### src/rtl/onchip_mem_fill_check.sv
// Avalon-MM initiator: pattern fill and/or read-back check of on-chip RAM.
// Ports: cmd_* command in, busy/done/err_* status out, mem_* Avalon master.
module onchip_mem_fill_check #(
  parameter int ADDR_W       = 14,
  parameter int DATA_W       = 32,
  parameter int MEM_DEPTH    = 9000,
  parameter int READ_LATENCY = 1
) (
  input  logic                clk,
  input  logic                reset,
  input  logic                cmd_start,
  input  logic [1:0]          cmd_mode,
  input  logic [ADDR_W-1:0]   cmd_base,
  input  logic [ADDR_W-1:0]   cmd_count,
  input  logic [DATA_W-1:0]   cmd_seed,
  output logic                busy,
  output logic                done,
  output logic [ADDR_W-1:0]   err_count,
  output logic                first_err_valid,
  output logic [ADDR_W-1:0]   first_err_addr,
  output logic [ADDR_W-1:0]   mem_address,
  output logic [DATA_W/8-1:0] mem_byteenable,
  output logic                mem_chipselect,
  output logic                mem_write,
  output logic [DATA_W-1:0]   mem_writedata,
  input  logic [DATA_W-1:0]   mem_readdata
);

  localparam int BE_W = DATA_W / 8;
  localparam int L    = READ_LATENCY;
  localparam logic [ADDR_W:0] DEPTH =
    (ADDR_W+1)'(MEM_DEPTH);

  typedef enum logic [2:0] {
    IDLE, WRITE, READ, DRAIN, DONE
  } state_t;

  state_t state_q, state_n;

  logic [1:0]        mode_q;
  logic [ADDR_W-1:0] base_q;
  logic [ADDR_W-1:0] count_q;
  logic [DATA_W-1:0] seed_q;
  logic [ADDR_W-1:0] off_q;
  logic [DATA_W-1:0] exp_q;

  logic [L-1:0]      pv_q;
  logic [ADDR_W-1:0] pa_q [L];
  logic [DATA_W-1:0] pd_q [L];

  logic [ADDR_W:0]   addr_inc;
  logic [ADDR_W-1:0] nxt_addr;
  logic [ADDR_W-1:0] nxt_off;
  logic              last;
  logic              pend;

  logic              ld;
  logic              iss;
  logic              iss_wr;
  logic [ADDR_W-1:0] iss_addr;
  logic [ADDR_W-1:0] iss_off;
  logic [DATA_W-1:0] iss_pat;

  // Wrap by compare: MEM_DEPTH need not be a power of two.
  assign addr_inc = {1'b0, mem_address}
                  + (ADDR_W+1)'(1);
  assign nxt_addr = (addr_inc == DEPTH)
                  ? '0 : addr_inc[ADDR_W-1:0];
  assign nxt_off  = off_q + ADDR_W'(1);
  assign last     = (nxt_off == count_q);

  // Reads still in flight ahead of the output stage.
  always_comb begin
    pend = 1'b0;
    for (int i = 0; i < L - 1; i++)
      pend = pend | pv_q[i];
  end

  always_comb begin
    state_n  = state_q;
    ld       = 1'b0;
    iss      = 1'b0;
    iss_wr   = 1'b0;
    iss_addr = '0;
    iss_off  = '0;
    iss_pat  = '0;
    unique case (state_q)
      IDLE: begin
        if (cmd_start) begin
          ld = 1'b1;
          if (cmd_count == '0 ||
              cmd_mode == 2'd3) begin
            state_n = DONE;
          end else begin
            iss      = 1'b1;
            iss_wr   = (cmd_mode != 2'd1);
            iss_addr = cmd_base;
            iss_pat  = cmd_seed;
            state_n  = (cmd_mode == 2'd1)
                     ? READ : WRITE;
          end
        end
      end
      WRITE: begin
        if (!last) begin
          iss      = 1'b1;
          iss_wr   = 1'b1;
          iss_addr = nxt_addr;
          iss_off  = nxt_off;
          iss_pat  = exp_q + DATA_W'(1);
        end else if (mode_q == 2'd2) begin
          iss      = 1'b1;
          iss_addr = base_q;
          iss_pat  = seed_q;
          state_n  = READ;
        end else begin
          state_n  = DONE;
        end
      end
      READ: begin
        if (!last) begin
          iss      = 1'b1;
          iss_addr = nxt_addr;
          iss_off  = nxt_off;
          iss_pat  = exp_q + DATA_W'(1);
        end else begin
          state_n  = DRAIN;
        end
      end
      DRAIN: begin
        if (!pend) state_n = DONE;
      end
      DONE:    state_n = IDLE;
      default: state_n = IDLE;
    endcase
  end

  always_ff @(posedge clk) begin
    if (reset) begin
      state_q         <= IDLE;
      mode_q          <= '0;
      base_q          <= '0;
      count_q         <= '0;
      seed_q          <= '0;
      off_q           <= '0;
      exp_q           <= '0;
      mem_chipselect  <= 1'b0;
      mem_write       <= 1'b0;
      mem_byteenable  <= '0;
      mem_address     <= '0;
      mem_writedata   <= '0;
      pv_q            <= '0;
      for (int i = 0; i < L; i++) begin
        pa_q[i] <= '0;
        pd_q[i] <= '0;
      end
      err_count       <= '0;
      first_err_valid <= 1'b0;
      first_err_addr  <= '0;
    end else begin
      state_q        <= state_n;
      mem_chipselect <= iss;
      mem_write      <= iss & iss_wr;
      mem_byteenable <= {BE_W{iss}};
      mem_address    <= iss_addr;
      mem_writedata  <= (iss & iss_wr)
                      ? iss_pat : '0;
      exp_q          <= iss_pat;
      off_q          <= iss_off;
      if (ld) begin
        mode_q  <= cmd_mode;
        base_q  <= cmd_base;
        count_q <= cmd_count;
        seed_q  <= cmd_seed;
      end
      // Expected word rides along with each read.
      pv_q[0] <= mem_chipselect & ~mem_write;
      pa_q[0] <= mem_address;
      pd_q[0] <= exp_q;
      for (int i = 1; i < L; i++) begin
        pv_q[i] <= pv_q[i-1];
        pa_q[i] <= pa_q[i-1];
        pd_q[i] <= pd_q[i-1];
      end
      if (ld) begin
        err_count       <= '0;
        first_err_valid <= 1'b0;
        first_err_addr  <= '0;
      end else if (pv_q[L-1] &&
                   mem_readdata != pd_q[L-1]) begin
        if (err_count != '1)
          err_count <= err_count + ADDR_W'(1);
        if (!first_err_valid) begin
          first_err_valid <= 1'b1;
          first_err_addr  <= pa_q[L-1];
        end
      end
    end
  end

  assign busy = (state_q == WRITE) ||
                (state_q == READ)  ||
                (state_q == DRAIN);
  assign done = (state_q == DONE);

endmodule

### config.mk
export PLATFORM = sky130hd
export DESIGN_NAME = onchip_mem_fill_check
export DESIGN_NICKNAME = d
export VERILOG_FILES = /design/src/rtl/onchip_mem_fill_check.sv
export SDC_FILE = /design/constraint.sdc
export NUM_CORES = 1
export LEC_CHECK = 0
export ABC_CLOCK_PERIOD_IN_PS = 3300
export CORE_ASPECT_RATIO = 1.75
export CORE_MARGIN = 2
export CORE_UTILIZATION = 55
export CTS_CLUSTER_DIAMETER = 120
export CTS_CLUSTER_SIZE = 20
export DETAILED_ROUTE_END_ITERATION = 10
export DONT_BUFFER_PORTS = 1
export GPL_TIMING_DRIVEN = 0
export PLACE_DENSITY_LB_ADDON = 0.15
export SYNTH_ARGS = -nofsm -noshare
export SYNTH_HDL_FRONTEND = slang
export SYNTH_SLANG_ARGS = --single-unit
### constraint.sdc
create_clock -name clk -period 3.3 [get_ports clk]
set_input_delay 0.66 -clock clk [delete_from_list [all_inputs] [get_ports clk]]
set_output_delay 0.66 -clock clk [all_outputs]
set_load 0.02 [all_outputs]
==> results of run 1 <==
## routing by layer
| metal | vias up | GRT usage | share of wire |
|---|---|---|---|
| li1 | 4009 | - | - |
| met1 | 3934 | 0.283 | 0.34 |
| met2 | 296 | 0.579 | 0.55 |
| met3 | 80 | 0.0611 | 0.069 |
| met4 | 0 | 0.143 | 0.048 |
| met5 | - | 0 | 0 |
## cell usage in the layout (no fill, tap or decap), drive strengths merged, types with 5 or more instances in the layout
master	count
a21oi	75
a221o	11
a31oi	65
and2	7
and3	14
and4	6
buf	27
clkbuf	67
dfxtp	235
inv	10
mux2i	15
nand2	184
nand3	94
nand4	21
nor2	78
nor2b	45
nor3	10
nor4	16
o31ai	5
or3	13
or4	8
xnor2	70
xor2	31
## power groups by stage
stage | Combinational (µW) | Clock [µW] | Sequential, µW
2_1_floorplan | 528 | 0 | 3160
3_3_place_gp | 721 | 0 | 3190
3_5_place_dp | 729 | 0 | 3190
4_1_cts | 732 | 1780 | 3130
5_1_grt | 808 | 1860 | 3150
6_report | 739 | 1740 | 3130
## sequential cells by signal, indices dropped and copies added, names as in the netlist
name	cells
pd_q	32
mem_address	14
err_count	14
state_q	3
off_q	14
pa_q	14
mem_write	1
count_q	14
seed_q	32
mem_chipselect	1
first_err_valid	1
base_q	14
mem_writedata	32
pv_q	1
first_err_addr	14
exp_q	32
mode_q	2
## worst max-delay path, delay by kind of cell, from the launching register on
| family | cells | cell delay, ps |
|---|---|---|
| compound gates | 3 | 930 |
| xor+xnor | 1 | 170 |
| fa+ha+maj | 1 | 300 |
| buf+inv | 1 | 310 |
| flops | 1 | 420 |
| simple gates | 3 | 800 |
## worst paths after layout
kind                            depth (start not counted)                           end                   start
worst max-delay path                                    9  mem_writedata[31]$_SDFF_PP0_     off_q[0]$_SDFF_PP0_
worst max register to register                          9  mem_writedata[31]$_SDFF_PP0_     off_q[0]$_SDFF_PP0_
worst min-delay path                                    2       seed_q[30]$_SDFFE_PP0P_            cmd_seed[30]
worst min register to register                          2        seed_q[4]$_SDFFE_PP0P_  seed_q[4]$_SDFFE_PP0P_
## logic make-up after synthesis
group,count (synthesis),share of synthesized area
AND/OR/NAND/NOR,510,0.253
flip-flops,235,0.471
AO/OA/AOI/OAI,188,0.122
adder cells (fa/ha/maj),4,0.00501
XOR/XNOR,103,0.0930
buffers and inverters,89,0.0415
multiplexers,15,0.0150
## area by class of cell
cell class / instances / area [µm²]
fillers: 1690 / 7190
multi-input cells: 820 / 4900
flip-flops and latches: 235 / 4700
clock buffers: 15 / 375
plain buffers: 78 / 373
well taps: 234 / 293
inverters: 11 / 41.3
clock inverters: 1 / 7.51
repair buffers: 1 / 7.51
## timing repair
| item | CTS | global route |
|---|---|---|
| endpoints found under the setup margin | 0 | 6 |
| resized for setup | 0 | 2 |
| endpoints found under the hold margin | 0 | 0 |
## through the flow
| step | total power, µW | util | setup TNS (ps) | std cells |
|---|---|---|---|---|
| 2_1_floorplan | 3690 | - | 0 | 1144 |
| 3_3_place_gp | 3910 | 0.575 | -5360 | 1378 |
| 3_5_place_dp | 3920 | 0.576 | -43.8 | 1379 |
| 4_1_cts | 5640 | 0.597 | 0 | 1395 |
| 5_1_grt | 5810 | 0.598 | 0 | 1395 |
| 6_report | 5610 | 0.598 | 0 | 1395 |
==> results by group, run 1 <==
Synth
  – Top-area cell type share of the netlist area: 0.471
  – Top cell type by total area after synthesis: dfxtp_1
  – Post-synth net total: between 1000 and 1500
  – Count leader, synth: dfxtp_1
  – Most common flop cell mapped by yosys: dfxtp_1
  – Post-Syn Instances: between 1000 and 1500
  – Synth Warn #: 0
  – Syn_area_per_cell: 8.73 µm²
  – Seq cells post-synth: 235
  – EDFF count, synth: 0
  – Largest cells by area after synthesis: dfxtp_1 47%, nand2_1 6.9%, xnor2_1 6.1%
  – Seq/Total Area, Yosys: 0.471
  – Syn Std Cell Area: between 9000 and 10000 µm²
  – Distinct cell type count of the synthesized netlist: 67
  – Async SR Flop Fraction: 0
  – Synth cell count leaders: 235 x dfxtp_1, 184 x nand2_1, 89 x nand3_1

Placement
  – Port Buffers: 0
  – Dpl ws: -22.5 ps
  – Gpl congestion: between 0.9 and 1
  – Cell Area, Placed: 10300 µm²
  – DPL Wire Length: approximately 22000 µm

Global route
  – GRT overflow: 0
  – Total track usage: 0.294
  – Initial antenna violation count: 0
  – Number of global-route vias before repair: between 8000 and 9000
  – Largest net degree at the start of global routing: 21
  – Global-route wire length before repair: about 44000 µm

Timing
  – Setup ws final: about 220 ps
  – RSZ-0062 raised after global routing: false
  – Worst-case clock skew: 11.9 ps
  – Max Clk Rate: around 0.32 GHz
  – Normalized max-slew margin: 0.347
  – Fin Hold WS: ~300 ps
  – Least-Margin Pin Slew: just under 1000 ps
  – Slew Viols, Final: 0
  – Tmin final: just over 3000 ps
  – Tcrit/Tclk final: 0.933
  – Fin. Hold Viols: 0
  – Setup violators final: 0

Power and ir drop
  – Sw power: approximately 1600 µW
  – Static leakage: 0.00363 µW
  – Flop pwr share: 0.558
  – Cell Pwr Density: approximately 520 nW/µm²
  – Maximum vdd drop: 0.512 mV
  – Sw Share: 0.278
  – Internal power: 4050 µW
  – Clock power share: 0.310
  – Comb pwr share: 0.132

Die
  – Initial Utilization: 0.558
  – Die width: roughly 110 µm
  – Die H: approximately 180 µm
  – Core area: about 18000 µm²
  – Die Area: between 15000 and 20000 µm²
  – IO Pins: 180
  – Row cnt: 65

Layout
  – Final instance area: between 10000 and 15000 µm²
  – Area growth syn-to-layout: 7.10%
  – Final net count: about 1300
  – ANT cells: 0
  – Layout cells sized above 1: 0.0508

Worst setup path
  – Max stage delay on crit path: ~420 ps
  – Worst Setup End Kind: flip-flop
  – Crit path cell chain: ha_1 -> nand2_1 -> nor4_2 -> xnor2_1 -> a2111oi_4 -> nand4_1 -> a32oi_4 -> buf_2 -> a31oi_1
  – CP max stage cell: dfxtp_1
  – Reg2Reg Setup Slack: approximately 220 ps
  – Critical Path Fanout Max: 10
  – Critical path startpoint category: flip-flop
  – Critical path type: reg -> reg
  – WP data required: 3630 ps
  – Worst path arrival time: 3410 ps

Clock network
  – Hold buffer count at cts: 0
  – Clock slew at reported path FFs: 90 ps
  – CTS buffer count: 15
  – Postcts setup bufs: 0
  – Clock Path Buffers: 3
  – Clock Sinks: roughly 240
  – H-tree Lvls: 1
  – Root Buffer: clkbuf_16
  – Skew-Pair Late Insertion Delay: 480 ps
  – TritonCTS clock tree: yes

Detailed routing
  – Final ANT Viol Nets: 0
  – Iter 0 DRT Violations: between 400 and 500
  – Routed Wire Length: between 20000 and 30000 µm
  – Vias: ~8300
  – # DRC: 0
  – DR pass1 iterations: 5
  – Avg WL per Cell: between 20 and 25 µm
  – Vias/cell: roughly 6.0

Job
  – Max_cap viols: 0

Run status
  – Outcome: finished, final reports clean

Hold path
  – Worst Hold Class: in -> reg
Power figures use the tool's default switching activity.
==> run 2, diff against run 1 <==
- CORE_MARGIN: 2 -> 5
- CTS_BUF_LIST: not set -> sky130_fd_sc_hd__clkbuf_16
==> run 2 against run 1 <==
Net effect: largest cell class unchanged; first-iteration DRC count decreased by 6.9%; maximum frequency shrank 2.4%; routed wire length increased by 1.3%; hold slack got worse by 3.7 ps; via count rose by 0.69%; critical path type unchanged; count of clock-buffer cells in the layout stayed put; largest power group unchanged; critical endpoint unchanged; core utilization is 0.38 points lower; clock skew is 0.71 ps higher.
==> results by group, run 2 (synthesis results as in run 1) <==
Run status
  – Outcome: finished, final reports clean (unchanged)

Detailed routing
  – Final ANT Viol Nets: 0 (unchanged)
  – DR pass1 iterations: 7 (was 5)
  – Vias: 8376 (was 8319)
  – Avg WL per Cell: 20.9 µm (was 20.6 µm)
  – Vias/cell: 6.00 (was 5.96)
  – Iter 0 DRT Violations: 447 (was 480)
  – # DRC: 0 (unchanged)
  – Routed Wire Length: 29200 µm (was 28800 µm)

Timing
  – Tcrit/Tclk final: 0.955 (was 0.933)
  – Fin Hold WS: 303 ps (was 307 ps)
  – Tmin final: 3150 ps (was 3080 ps)
  – Setup ws final: 148 ps (was 222 ps)
  – Max Clk Rate: 0.317 GHz (was 0.325 GHz)
  – Fin. Hold Viols: 0 (unchanged)
  – Setup violators final: 0 (unchanged)
  – Normalized max-slew margin: 0.355 (was 0.347)
  – RSZ-0062 raised after global routing: false (unchanged)
  – Worst-case clock skew: 12.6 ps (was 11.9 ps)
  – Least-Margin Pin Slew: 965 ps (was 979 ps)
  – Slew Viols, Final: 0 (unchanged)

Hold path
  – Worst Hold Class: in -> reg (unchanged)

Power and ir drop
  – Maximum vdd drop: 0.558 mV (was 0.512 mV)
  – Clock power share: 0.312 (was 0.310)
  – Comb pwr share: 0.130 (was 0.132)
  – Static leakage: 0.00363 µW (about the same)
  – Sw power: 1570 µW (was 1560 µW)
  – Cell Pwr Density: 526 nW/µm² (was 524 nW/µm²)
  – Sw Share: 0.280 (was 0.278)
  – Internal power: 4050 µW (about the same)
  – Flop pwr share: 0.557 (was 0.558)

Layout
  – Area growth syn-to-layout: 6.90% (was 7.10%)
  – Fillers: 1734 (was 1690)
  – Layout cells sized above 1: 0.0508 (unchanged)
  – ANT cells: 0 (unchanged)
  – Most frequent cells in the layout: 235 x dfxtp_1, 184 x nand2_1, 89 x nand3_1, 77 x nor2_1, 75 x a21oi_1 (unchanged)
  – Final net count: 1263 (unchanged)
  – Most common cell after layout, fill and taps aside: dfxtp_1 (unchanged)

Clock network
  – Clock slew at reported path FFs: 90 ps (about the same)
  – Resize count post-CTS: 0 (unchanged)
  – Root Buffer: clkbuf_16 (unchanged)
  – Clock Sinks: 235 (unchanged)
  – TritonCTS clock tree: yes (unchanged)
  – CTS buffer count: 15 (unchanged)
  – Skew-Pair Late Insertion Delay: 480 ps (about the same)
  – Hold buffer count at cts: 0 (unchanged)
  – Postcts setup bufs: 0 (unchanged)
  – Clock Path Buffers: 3 (unchanged)
  – H-tree Lvls: 1 (unchanged)

Die
  – Die width: 112 µm (was 106 µm)
  – Core area: 18000 µm² (was 17900 µm²)
  – Die Area: 21100 µm² (was 19300 µm²)
  – IO Pins: 180 (unchanged)
  – Initial Utilization: 0.556 (was 0.558)
  – Die H: 188 µm (was 182 µm)
  – Row cnt: 65 (unchanged)

Placement
  – Gpl congestion: 0.913 (was 0.933)
  – DPL Wire Length: 22500 µm (was 21900 µm)
  – Dpl ws: 4.95 ps (was -22.5 ps)
  – Port Buffers: 0 (unchanged)

Worst setup path
  – Critical Path Fanout Max: 10 (unchanged)
  – Worst Setup End Kind: flip-flop (unchanged)
  – Worst path arrival time: 3510 ps (was 3410 ps)
  – WP data required: 3660 ps (was 3630 ps)
  – Critical path startpoint category: flip-flop (unchanged)
  – Critical path type: reg -> reg (unchanged)

Job
  – Max_cap viols: 0 (unchanged)

Global route
  – Number of global-route vias before repair: 8569 (was 8298)
  – GRT overflow: 0 (unchanged)
  – Global-route wire length before repair: 45500 µm (was 44200 µm)
  – Largest net degree at the start of global routing: 21 (unchanged)
  – Initial antenna violation count: 0 (unchanged)
  – Total track usage: 0.271 (was 0.294)
[run 2: cell type report]
cell class | instances | area, µm² | area share
well taps | 234 | 293 | 0.0274
clock buffers | 15 | 375 | 0.0351
repair buffers | 1 | 7.51 | 0.000703
multi-input cells | 820 | 4880 | 0.457
clock inverters | 1 | 7.51 | 0.000703
inverters | 11 | 41.3 | 0.00387
flip-flops and latches | 235 | 4700 | 0.440
plain buffers | 78 | 373 | 0.0349
[run 2: layer usage]
layer / part of all wire / wire [µm] / global-route usage
met5: 0 / 0 / 0
met4: 0.050 / 1450 / 0.126
met3: 0.073 / 2120 / 0.0684
met2: 0.55 / 16100 / 0.534
met1: 0.33 / 9540 / 0.255
[run 2: worst max-delay path, stage by stage, from the launching register on]
cell	delay (ps)
dfxtp_1	330
clkbuf_1	230
nor4b_2	880
and2_1	230
clkbuf_1	350
clkbuf_1	490
nand2_1	150
a31oi_1	370
[run 2: power groups by stage]
stage               Combinational (µW)  Sequential (µW)  Clock, µW
global placement                   720             3190          0
finish                             732             3130       1750
CTS                                733             3130       1790
floorplan                          528             3160          0
global route                       803             3150       1880
detailed placement                 731             3190          0
[run 2: worst paths after layout]
| check | start | end | slack, ps | cells past startpoint |
|---|---|---|---|---|
| max | state_q[1]$_SDFFE_PP0P_ | mem_writedata[31]$_SDFF_PP0_ | 150 | 7 |
| min | cmd_count[5] | count_q[5]$_SDFFE_PP0P_ | 300 | 2 |
| max reg2reg | state_q[1]$_SDFFE_PP0P_ | mem_writedata[31]$_SDFF_PP0_ | 150 | 7 |
| min reg2reg | seed_q[16]$_SDFFE_PP0P_ | seed_q[16]$_SDFFE_PP0P_ | 460 | 2 |
[run 2: per-stage QoR]
stage | area [µm²] | power (µW) | instances | setup TNS, ps | util
floorplan | 9990 | 3690 | 1144 | 0 | -
global route | 10700 | 5830 | 1395 | 0 | 0.594
detailed placement | 10300 | 3920 | 1379 | 0 | 0.573
global placement | 10300 | 3910 | 1378 | -5160 | 0.572
CTS | 10700 | 5660 | 1395 | 0 | 0.594
finish | 10700 | 5620 | 1395 | 0 | 0.594
